==> src/rtl/tomasulo_pkg.sv <==
// Shared Tomasulo datapath definitions: tag/data/register widths, op codes and
// the CDB tag-match helper used by every operand slot.
package tomasulo_pkg;

  localparam int TAG_W    = 3;
  localparam int DATA_W   = 16;
  localparam int REGNUM_W = 3;
  localparam int OP_W     = 3;

  localparam logic [TAG_W-1:0] TAG_NONE = 3'd0;

  typedef enum logic [OP_W-1:0] {
    OP_ADD = 3'd0,
    OP_SUB = 3'd1,
    OP_AND = 3'd2,
    OP_OR  = 3'd3,
    OP_XOR = 3'd4,
    OP_SLL = 3'd5,
    OP_SRL = 3'd6,
    OP_MUL = 3'd7
  } op_e;

  // Tag 0 means "value present" and can never match a broadcast.
  function automatic logic tag_hit(input logic             valid,
                                   input logic [TAG_W-1:0] wait_tag,
                                   input logic [TAG_W-1:0] bus_tag);
    return valid && (wait_tag != TAG_NONE) && (wait_tag == bus_tag);
  endfunction

endpackage

==> src/rtl/rs_operand.sv <==
// One reservation-station operand slot: holds a producer tag or a captured
// value, snoops the CDB, and bypasses a same-cycle broadcast at issue.
module rs_operand
  import tomasulo_pkg::*;
#(
  parameter int DW = DATA_W
) (
  input  logic             clk_i,
  input  logic             rst_ni,
  input  logic             load_i,
  input  logic             busy_i,
  input  logic [TAG_W-1:0] iss_tag_i,
  input  logic [DW-1:0]    iss_val_i,
  input  logic             cdb_valid_i,
  input  logic [TAG_W-1:0] cdb_tag_i,
  input  logic [DW-1:0]    cdb_data_i,
  output logic [DW-1:0]    val_o,
  output logic             rdy_o
);

  logic [TAG_W-1:0] tag_q, tag_d;
  logic [DW-1:0]    val_q, val_d;

  // Next tag/value: issue load (with bypass) takes priority over wakeup.
  always_comb begin
    tag_d = tag_q;
    val_d = val_q;
    if (load_i) begin
      if (tag_hit(cdb_valid_i, iss_tag_i, cdb_tag_i)) begin
        tag_d = TAG_NONE;
        val_d = cdb_data_i;
      end else begin
        tag_d = iss_tag_i;
        val_d = iss_val_i;
      end
    end else if (busy_i && tag_hit(cdb_valid_i, tag_q, cdb_tag_i)) begin
      tag_d = TAG_NONE;
      val_d = cdb_data_i;
    end else begin
      tag_d = tag_q;
      val_d = val_q;
    end
  end

  // Slot state register.
  always_ff @(posedge clk_i or negedge rst_ni) begin
    if (!rst_ni) begin
      tag_q <= TAG_NONE;
      val_q <= '0;
    end else begin
      tag_q <= tag_d;
      val_q <= val_d;
    end
  end

  assign val_o = val_q;
  assign rdy_o = (tag_q == TAG_NONE);

endmodule

==> src/rtl/reservation_station.sv <==
// Tomasulo reservation station: lowest-free allocation, CDB wakeup via
// rs_operand slots, and oldest-ready selection toward one functional unit.
module reservation_station
  import tomasulo_pkg::*;
#(
  parameter int DEPTH    = 3,
  parameter int TAG_BASE = 1,
  parameter int DW       = DATA_W
) (
  input  logic                CLK,
  input  logic                CLR,
  input  logic                iss_valid,
  output logic                iss_ready,
  input  logic [OP_W-1:0]     iss_op,
  input  logic [REGNUM_W-1:0] iss_dst,
  input  logic [TAG_W-1:0]    iss_tag0,
  input  logic [DW-1:0]       iss_val0,
  input  logic [TAG_W-1:0]    iss_tag1,
  input  logic [DW-1:0]       iss_val1,
  output logic [TAG_W-1:0]    alloc_tag,
  input  logic                cdb_valid,
  input  logic [TAG_W-1:0]    cdb_tag,
  input  logic [DW-1:0]       cdb_data,
  output logic                ex_valid,
  input  logic                ex_ready,
  output logic [OP_W-1:0]     ex_op,
  output logic [DW-1:0]       ex_a,
  output logic [DW-1:0]       ex_b,
  output logic [REGNUM_W-1:0] ex_dst,
  output logic [TAG_W-1:0]    ex_tag,
  output logic [DEPTH-1:0]    busy
);

  localparam int              AGE_W   = 3;
  localparam logic [AGE_W-1:0] AGE_MAX = AGE_W'(DEPTH - 1);

  logic [DEPTH-1:0]    busy_q, busy_d;
  logic [OP_W-1:0]     op_q  [DEPTH];
  logic [OP_W-1:0]     op_d  [DEPTH];
  logic [REGNUM_W-1:0] dst_q [DEPTH];
  logic [REGNUM_W-1:0] dst_d [DEPTH];
  logic [AGE_W-1:0]    age_q [DEPTH];
  logic [AGE_W-1:0]    age_d [DEPTH];
  logic [DW-1:0]       val0_s[DEPTH];
  logic [DW-1:0]       val1_s[DEPTH];
  logic [DEPTH-1:0]    rdy0_s, rdy1_s, ready_s, load_s;
  logic [DEPTH-1:0]    alloc_oh_s, sel_oh_s;
  logic [TAG_W-1:0]    alloc_tag_s;
  logic [AGE_W-1:0]    best_age_s;
  logic                full_s, issue_s, disp_s, take_s;

  for (genvar g = 0; g < DEPTH; g++) begin : g_slot
    rs_operand #(.DW(DW)) u_op0 (
      .clk_i(CLK), .rst_ni(CLR), .load_i(load_s[g]), .busy_i(busy_q[g]),
      .iss_tag_i(iss_tag0), .iss_val_i(iss_val0),
      .cdb_valid_i(cdb_valid), .cdb_tag_i(cdb_tag), .cdb_data_i(cdb_data),
      .val_o(val0_s[g]), .rdy_o(rdy0_s[g])
    );
    rs_operand #(.DW(DW)) u_op1 (
      .clk_i(CLK), .rst_ni(CLR), .load_i(load_s[g]), .busy_i(busy_q[g]),
      .iss_tag_i(iss_tag1), .iss_val_i(iss_val1),
      .cdb_valid_i(cdb_valid), .cdb_tag_i(cdb_tag), .cdb_data_i(cdb_data),
      .val_o(val1_s[g]), .rdy_o(rdy1_s[g])
    );
  end

  assign ready_s = busy_q & rdy0_s & rdy1_s;

  // Lowest-index free entry; scanning downward lets the lowest win.
  always_comb begin
    alloc_oh_s  = '0;
    alloc_tag_s = TAG_NONE;
    full_s      = 1'b1;
    for (int i = DEPTH - 1; i >= 0; i--) begin
      alloc_oh_s  = busy_q[i] ? alloc_oh_s  : (DEPTH'(1) << i);
      alloc_tag_s = busy_q[i] ? alloc_tag_s : TAG_W'(TAG_BASE + i);
      full_s      = full_s & busy_q[i];
    end
  end

  assign iss_ready = ~full_s;
  assign alloc_tag = alloc_tag_s;
  assign issue_s   = iss_valid & ~full_s;
  assign load_s    = issue_s ? alloc_oh_s : '0;

  // Oldest-ready select; outputs stay zero when nothing is ready.
  always_comb begin
    sel_oh_s   = '0;
    best_age_s = '0;
    take_s     = 1'b0;
    ex_valid   = 1'b0;
    ex_op      = '0;
    ex_a       = '0;
    ex_b       = '0;
    ex_dst     = '0;
    ex_tag     = TAG_NONE;
    for (int i = 0; i < DEPTH; i++) begin
      take_s     = ready_s[i] & (~ex_valid | (age_q[i] > best_age_s));
      sel_oh_s   = take_s ? (DEPTH'(1) << i)      : sel_oh_s;
      best_age_s = take_s ? age_q[i]              : best_age_s;
      ex_op      = take_s ? op_q[i]               : ex_op;
      ex_a       = take_s ? val0_s[i]             : ex_a;
      ex_b       = take_s ? val1_s[i]             : ex_b;
      ex_dst     = take_s ? dst_q[i]              : ex_dst;
      ex_tag     = take_s ? TAG_W'(TAG_BASE + i)  : ex_tag;
      ex_valid   = ex_valid | take_s;
    end
  end

  assign disp_s = ex_valid & ex_ready;

  // Entry bookkeeping: fill on issue, age others on issue, free on dispatch.
  always_comb begin
    busy_d = busy_q;
    for (int i = 0; i < DEPTH; i++) begin
      op_d[i]   = op_q[i];
      dst_d[i]  = dst_q[i];
      age_d[i]  = age_q[i];
      busy_d[i] = load_s[i] | (busy_q[i] & ~(disp_s & sel_oh_s[i]));
      if (load_s[i]) begin
        op_d[i]  = iss_op;
        dst_d[i] = iss_dst;
        age_d[i] = '0;
      end else if (issue_s && busy_q[i]) begin
        age_d[i] = (age_q[i] == AGE_MAX) ? age_q[i] : age_q[i] + AGE_W'(1);
      end else begin
        age_d[i] = age_q[i];
      end
    end
  end

  // Entry state register.
  always_ff @(posedge CLK or negedge CLR) begin
    if (!CLR) begin
      busy_q <= '0;
      for (int i = 0; i < DEPTH; i++) begin
        op_q[i]  <= '0;
        dst_q[i] <= '0;
        age_q[i] <= '0;
      end
    end else begin
      busy_q <= busy_d;
      for (int i = 0; i < DEPTH; i++) begin
        op_q[i]  <= op_d[i];
        dst_q[i] <= dst_d[i];
        age_q[i] <= age_d[i];
      end
    end
  end

  assign busy = busy_q;

endmodule

==> config.mk <==
export PLATFORM = sky130hd
export DESIGN_NAME = reservation_station
export DESIGN_NICKNAME = d
export VERILOG_FILES = /design/src/rtl/tomasulo_pkg.sv /design/src/rtl/rs_operand.sv /design/src/rtl/reservation_station.sv
export SDC_FILE = /design/constraint.sdc
export NUM_CORES = 1
export LEC_CHECK = 0
export BUFFER_PORTS_ARGS = -buffer_cell sky130_fd_sc_hd__buf_2
export CAP_MARGIN = 0
export CORE_MARGIN = 2
export CORE_UTILIZATION = 50
export CTS_BUF_LIST = sky130_fd_sc_hd__clkbuf_4
export DETAILED_ROUTE_END_ITERATION = 10
export HOLD_SLACK_MARGIN = 0.1
export PLACE_DENSITY = 0.71
export SLEW_MARGIN = 20
export SYNTH_ARGS = -nofsm -noshare
export SYNTH_HDL_FRONTEND = slang
export SYNTH_SLANG_ARGS = --single-unit
==> constraint.sdc <==
create_clock -name CLK -period 4.9 [get_ports CLK]
set_input_delay 0.245 -clock CLK [delete_from_list [all_inputs] [get_ports CLK]]
set_output_delay 0.245 -clock CLK [all_outputs]
set_load 0.01 [all_outputs]
==> results.yml, run 1 <==
placement:
  place_area_um2: 8887
  gp_congestion: 0.8731
  place.detailed.hpwl_um: 15510
  place_ws_ns: 0.04605
  numPortBuffers: 114
synthesis:
  synth_edf_count: 0
  synthCells: 870
  synth_warnings: 0
  synth_flop_cell: "dfrtp_1"
  synth_compound_area_share_pct: 23.06
  synth_top_family_by_area: "compound AO/OA/AOI/OAI gates"
  synth-simple-area-share_pct: 19.01
  synth.avg_cell_area_um2: 9.243
  synthAdderAreaFrac_pct: 1.867
  ys_async_sr_fraction_pct: 100.0
  synthMuxAreaShare_pct: 0.4201
  synth-seq-area-share_pct: 44.81
  netlist-cell-type-count: 51
  synth.cell_area_um2: 8041
  synthXorXnorAreaFrac_pct: 2.178
  synth.ff_latch_count: 144
clock_tree:
  cts_tree: "built"
  insertion_delay_ns: 0.57
  cts_made_buffers: 17
  cts_buffer_depth: 2
  cts_sinks: 144
  clockRootBuffer: "clkbuf_4"
  htreeDepth: 4
  clk_pin_slew_worst_paths_ns: 0.12
global_routing:
  grt_max_degree: 109
  antenna_found_initial: 0
  grt_pass1_wl_um: 41140
  grt.total_usage_pct: 31.49
  grt-ovfl-total: 0
  grt_pass1_vias: 7755
setup_path:
  crit_type: "flip-flop to output port"
  crit_family: "simple AND/OR/NAND/NOR gates"
  slowest_delay_ns: 0.55
  cp-start-kind: "flip-flop"
  cp_max_fo: 40
  cp.buffers_inverters: 2
  cp_cell_sequence: "or4_4 -> nor4_4 -> and2_4 -> ha_4 -> nand3_1 -> o21ai_2 -> o21a_2 -> nor2_4 -> mux2_2 -> ha_4 -> a211oi_2 -> nor2_1 -> o21a_1 -> buf_12 -> a221o_1 -> buf_2"
  cp_common_cell: "ha_4"
  crit_path_top_delay_cell: "or4_4"
  required_ns: 4.66
  cp.arrival_ns: 4.80
  end_kind: "output port"
cells_and_area:
  n_fill_cell: 1231
  antenna_cells: 0
  area_growth_pct: 30.67
  mostFrequentLayoutCell: "nand2_1"
  layout.nets: 1161
  drive_above_1_share_pct: 26.53
  final_area_um2: 10510
  final_cell_mix: "148 x nand2_1, 144 x dfrtp_1, 113 x buf_2"
timing:
  worst_pin_slew_ns: 1.245
  rsz0062_at_grt: "true"
  slew_violations: 0
  fmax_mhz: 198.4
  slew_headroom_pct: 16.98
  min_period_ns: 5.041
  period_share_pct: 102.9
  finClkSkew_ns: 0.01610
  setup_slack_ns: -0.1405
  setup_viol: 38
  hold_viol_final: 0
  fin_hold_ws_ns: 0.1145
  fin_tns_setup_ns: -4.366
floorplanning:
  start_util_pct: 50.81
  core_um2: 15830
  die_w_um: 130.8
  io-pin-count: 117
  dieArea_um2: 17110
  rows: 46
  die_y_um: 130.8
power_and_ir_drop:
  ir_drop_v: 0.0003490
  power_density_nw_per_um2: 677.7
  leakage_uw: 0.004909
routing:
  ant_nets: 0
  drt_wl_total_um: 26760
  first_pass_iters: 7
  drcViolationCount: 0
  vias: 7947
  drt-initial-drc-count: 979
  wl_per_cell_um: 20.44
  vias_per_cell: 6.071
worst_hold_path:
  hold_path.class: "input pin to asynchronous set/reset pin"
job:
  drv_cap: 0
outcome:
  violations: "negative setup slack"
  status: "complete, but fails checks"
==> per-layer routing <==
metal  up-vias  track usage, %  wire, µm  share of wire (%)
met3        58           7.370      2621                9.8
met4         0           12.64       676                2.5
met1      3859           41.79     11060                 41
met2       485           50.15     12400                 46
met5         -               0         0                  0
li1       3545               -         -                  -
==> final timing paths <==
| check | end | slack [ns] | depth (start not counted) | start |
|---|---|---|---|---|
| worst max-delay path | ex_b[14] | -0.14 | 16 | g_slot[0].u_op1.tag_q[2] |
| worst min-delay path | age_q[2] | 0.11 | 2 | CLR |
| worst max register to register | busy[0] | 0.25 | 19 | g_slot[0].u_op1.tag_q[2] |
| worst min register to register | op_q[4] | 0.49 | 2 | op_q[4] |
| max in group asynchronous | g_slot[0].u_op1.val_o[14] | 3.53 | 4 | CLR |
| min in group CLK | g_slot[2].u_op0.tag_q[0] | 0.20 | 4 | cdb_valid |
==> what timing repair did <==
item / 4_1_cts / 5_1_grt
endpoints found under the hold margin: 245 / 0
gates resized for setup: 23 / 12
hold buffers: 95 / 0
pin swaps: 7 / 6
cloned: 0 / 3
setup endpoints to repair: 40 / 40
buffers inserted: 12 / 6
==> power breakdown <==
group          total (µW)  switching (µW)  internal (µW)
clock network         689             429            260
registers            2150             403           1750
logic                4280            2110           2170
total                7120            2940           4180
==> cell usage after synthesis, types with 2 or more instances <==
master / number / area share [%]
nor2_1: 88 / 4.1
nand3_1: 20 / 1.2
buf_6: 3 / 0.42
o2111ai_2: 2 / 0.37
xnor2_1: 18 / 2.0
clkbuf_1: 47 / 2.2
o21a_1: 6 / 0.56
a21oi_1: 8 / 0.50
o21bai_1: 2 / 0.19
inv_1: 98 / 4.6
buf_2: 13 / 0.81
o221a_2: 61 / 8.5
and2_1: 2 / 0.16
a211oi_1: 6 / 0.56
o221a_1: 3 / 0.42
nor4_4: 2 / 0.53
nor3b_1: 39 / 3.6
a221o_1: 38 / 4.7
xor2_1: 2 / 0.22
dfrtp_1: 144 / 45
a211o_1: 2 / 0.22
ha_1: 12 / 1.9
mux2_2: 3 / 0.42
nand2_1: 150 / 7.0
and3_1: 4 / 0.31
o21ai_0: 16 / 1.0
o22ai_1: 8 / 0.62
nor3_1: 2 / 0.12
nor2b_1: 2 / 0.16
o2111ai_1: 6 / 0.65
or3b_1: 6 / 0.65
a222oi_1: 32 / 4.0
nand2b_1: 2 / 0.16
buf_4: 6 / 0.56
==> kinds of logic (layout without fill, tap and decap cells) <==
kind of cell,after synthesis,after routing
compound gates,197,197
xor+xnor,20,20
fa+ha+maj,12,12
buf+inv,168,390
flops,144,144
mux,3,3
other cells,1,2
simple gates,325,325
==> flip-flops by register name (all words and copies together) (netlist names) <==
name                cells
dst_q                   9
g_slot.u_op1.tag_q      9
op_q                    9
g_slot.u_op0.val_o     48
busy                    3
g_slot.u_op0.tag_q      9
age_q                   9
g_slot.u_op1.val_o     48
==> final cells by class <==
cell class | instances | area, µm² | share of cell area [%]
inverter | 99 | 371.6 | 3.537
sequential | 144 | 3603 | 34.29
clock inverter | 10 | 71.32 | 0.6787
tap | 216 | 270.3 | 2.572
clock buffer | 21 | 157.7 | 1.500
multi-input combinational | 559 | 3959 | 37.68
timing repair buffer | 260 | 2074 | 19.74
==> through the flow <==
stage / power (µW) / cells / util, %
2_1_floorplan: 4449 / 871 / -
3_3_place_gp: 5555 / 1162 / 56.11
3_5_place_dp: 5631 / 1162 / 56.15
4_1_cts: 6803 / 1300 / 65.13
5_1_grt: 7589 / 1309 / 66.39
6_report: 7121 / 1309 / 66.39
No activity file was read; power rests on OpenSTA's default activity.
==> inputs of run 2 (changes only) <==
--- a/config.mk
+++ b/config.mk
@@ -7,12 +7,13 @@
 export LEC_CHECK = 0
 export BUFFER_PORTS_ARGS = -buffer_cell sky130_fd_sc_hd__buf_2
 export CAP_MARGIN = 0
-export CORE_MARGIN = 2
+export CORE_MARGIN = 1
 export CORE_UTILIZATION = 50
 export CTS_BUF_LIST = sky130_fd_sc_hd__clkbuf_4
 export DETAILED_ROUTE_END_ITERATION = 10
 export HOLD_SLACK_MARGIN = 0.1
 export PLACE_DENSITY = 0.71
+export SKIP_LAST_GASP = 1
 export SLEW_MARGIN = 20
 export SYNTH_ARGS = -nofsm -noshare
 export SYNTH_HDL_FRONTEND = slang
==> results.yml, run 2 (same netlist as run 1, synthesis figures left out) <==
outcome:
  status: "complete, but fails checks"
  violations: "negative setup slack"
floorplanning:
  die_w_um: 128.8
  rows: 45
  die_y_um: 128.8
  start_util_pct: 52.12
  core_um2: 15430
  dieArea_um2: 16590
  io-pin-count: 117
clock_tree:
  cts_tree: "built"
  insertion_delay_ns: 0.58
  cts_buffer_depth: 2
  htreeDepth: 4
  cts_made_buffers: 17
  clk_pin_slew_worst_paths_ns: 0.13
  cts_sinks: 144
  clockRootBuffer: "clkbuf_4"
placement:
  gp_congestion: 0.9228
  numPortBuffers: 114
  place.detailed.hpwl_um: 15550
setup_path:
  cp_cell_sequence: "or4_4 -> nor4_4 -> nand2_2 -> ha_4 -> nand3_2 -> o21ai_2 -> o21a_1 -> nor2_4 -> mux2_4 -> ha_4 -> a211oi_4 -> buf_4 -> nor3b_4 -> buf_6 -> nor3_4 -> buf_6 -> buf_6 -> a221o_1 -> buf_2"
  cp.arrival_ns: 4.77
  slowest_delay_ns: 0.54
  cp_common_cell: "buf_6"
  end_kind: "output port"
  crit_path_top_delay_cell: "or4_4"
  r2r.worst_path.cells: 18
  required_ns: 4.66
  crit_type: "flip-flop to output port"
  regToRegSetupSlack_ns: 0.49
  cp_max_fo: 9
  cp-start-kind: "flip-flop"
timing:
  period_share_pct: 102.3
  rsz0062_at_grt: "true"
  setup_viol: 38
  finClkSkew_ns: 0.01257
  slew_headroom_pct: 16.48
  worst_pin_slew_ns: 1.252
  fin_tns_setup_ns: -2.560
  fmax_mhz: 199.6
  setup_slack_ns: -0.1113
  hold_viol_final: 0
  slew_violations: 0
  min_period_ns: 5.011
routing:
  drt-initial-drc-count: 1028
  wl_per_cell_um: 21.21
  drcViolationCount: 0
  first_pass_iters: 6
  vias: 8007
  vias_per_cell: 6.159
  drt_wl_total_um: 27570
  ant_nets: 0
  maxUsedRoutingLayer: "met4"
  dr_wl_met3_um: 2935
  wl_met1_um: 11110
  met2_length_um: 12600
global_routing:
  grt_pass1_vias: 7856
  grt_max_degree: 97
  grt-ovfl-total: 0
  antenna_found_initial: 0
  grt_pass1_wl_um: 42350
  grt.total_usage_pct: 34.04
cells_and_area:
  final_cell_mix: "148 x nand2_1, 144 x dfrtp_1, 113 x buf_2"
  mostFrequentLayoutCell: "nand2_1"
  final_core_util_pct: 68.00
  layout.nets: 1156
  area_growth_pct: 30.45
  drive_above_1_share_pct: 27.09
  antenna_cells: 0
power_and_ir_drop:
  finalPower_uw: 7195
  power_density_nw_per_um2: 685.9
  ir_drop_v: 0.0003552
  leakage_uw: 0.004909
job:
  drv_cap: 0
worst_hold_path:
  hold_path_depth: 4
  hold_path.class: "input pin to flip-flop"
run 2: per-stage QoR:
step | instance area, µm² | worst slack, ns | std cells | hold WS [ns]
5_1_grt | 10490 | -0.2661 | 1300 | 0.1988
2_1_floorplan | 8045 | 0.5924 | 871 | -0.05059
6_report | 10490 | -0.1113 | 1300 | 0.1983
4_1_cts | 10400 | -0.1251 | 1299 | 0.1654
3_3_place_gp | 8810 | 0.09639 | 1150 | 0.4038
3_5_place_dp | 8810 | -0.01580 | 1150 | 0.3994
run 2: metal layers:
layer  global-route usage [%]  up-vias
met5                        0        -
met4                    16.89        0
met3                    7.484       78
met2                    53.16      572
met1                    44.89     3831
li1                         -     3526
run 2: cell type report:
type	instances	area [µm²]
clock buffer	17	127.6
clock inverter	15	191.4
fill	1244	4937
inverter	99	371.6
multi-input combinational	559	3980
sequential	144	3603
tap	211	264.0
timing repair buffer	255	1952
run 2: repair_timing:
item / in CTS / in global routing
setup buffers: 18 / 1
hold buffers: 96 / 0
endpoints found under the setup margin: 40 / 40
cloned: 3 / 1
endpoints found under the hold margin: 233 / 0
gates resized for setup: 34 / 11
pin swaps: 7 / 3
run 2: where the power goes:
group          switching (µW)  internal (µW)  leakage, µW
combinational            2070           2080      0.00309
clock                     468            401     0.000171
sequential                432           1740      0.00165
total                    2970           4220      0.00491
run 2: worst paths after layout:
kind / from / to
max in group asynchronous: CLR / g_slot[1].u_op1.val_o[14]
worst min register to register: dst_q[8] / dst_q[8]
min in group asynchronous: CLR / g_slot[2].u_op0.tag_q[0]
worst min-delay path: cdb_valid / g_slot[2].u_op0.tag_q[1]
worst max register to register: g_slot[0].u_op1.tag_q[1] / busy[0]
worst max-delay path: g_slot[0].u_op1.tag_q[1] / ex_b[13]
run 2: worst max-delay path, delay by kind of cell (launching register included):
kind            cells  cell delay [ns]
buf+inv             5             0.75
fa+ha+maj           2             0.55
flops               1             0.41
mux                 1             0.33
simple gates        7             1.48
compound gates      4             0.66
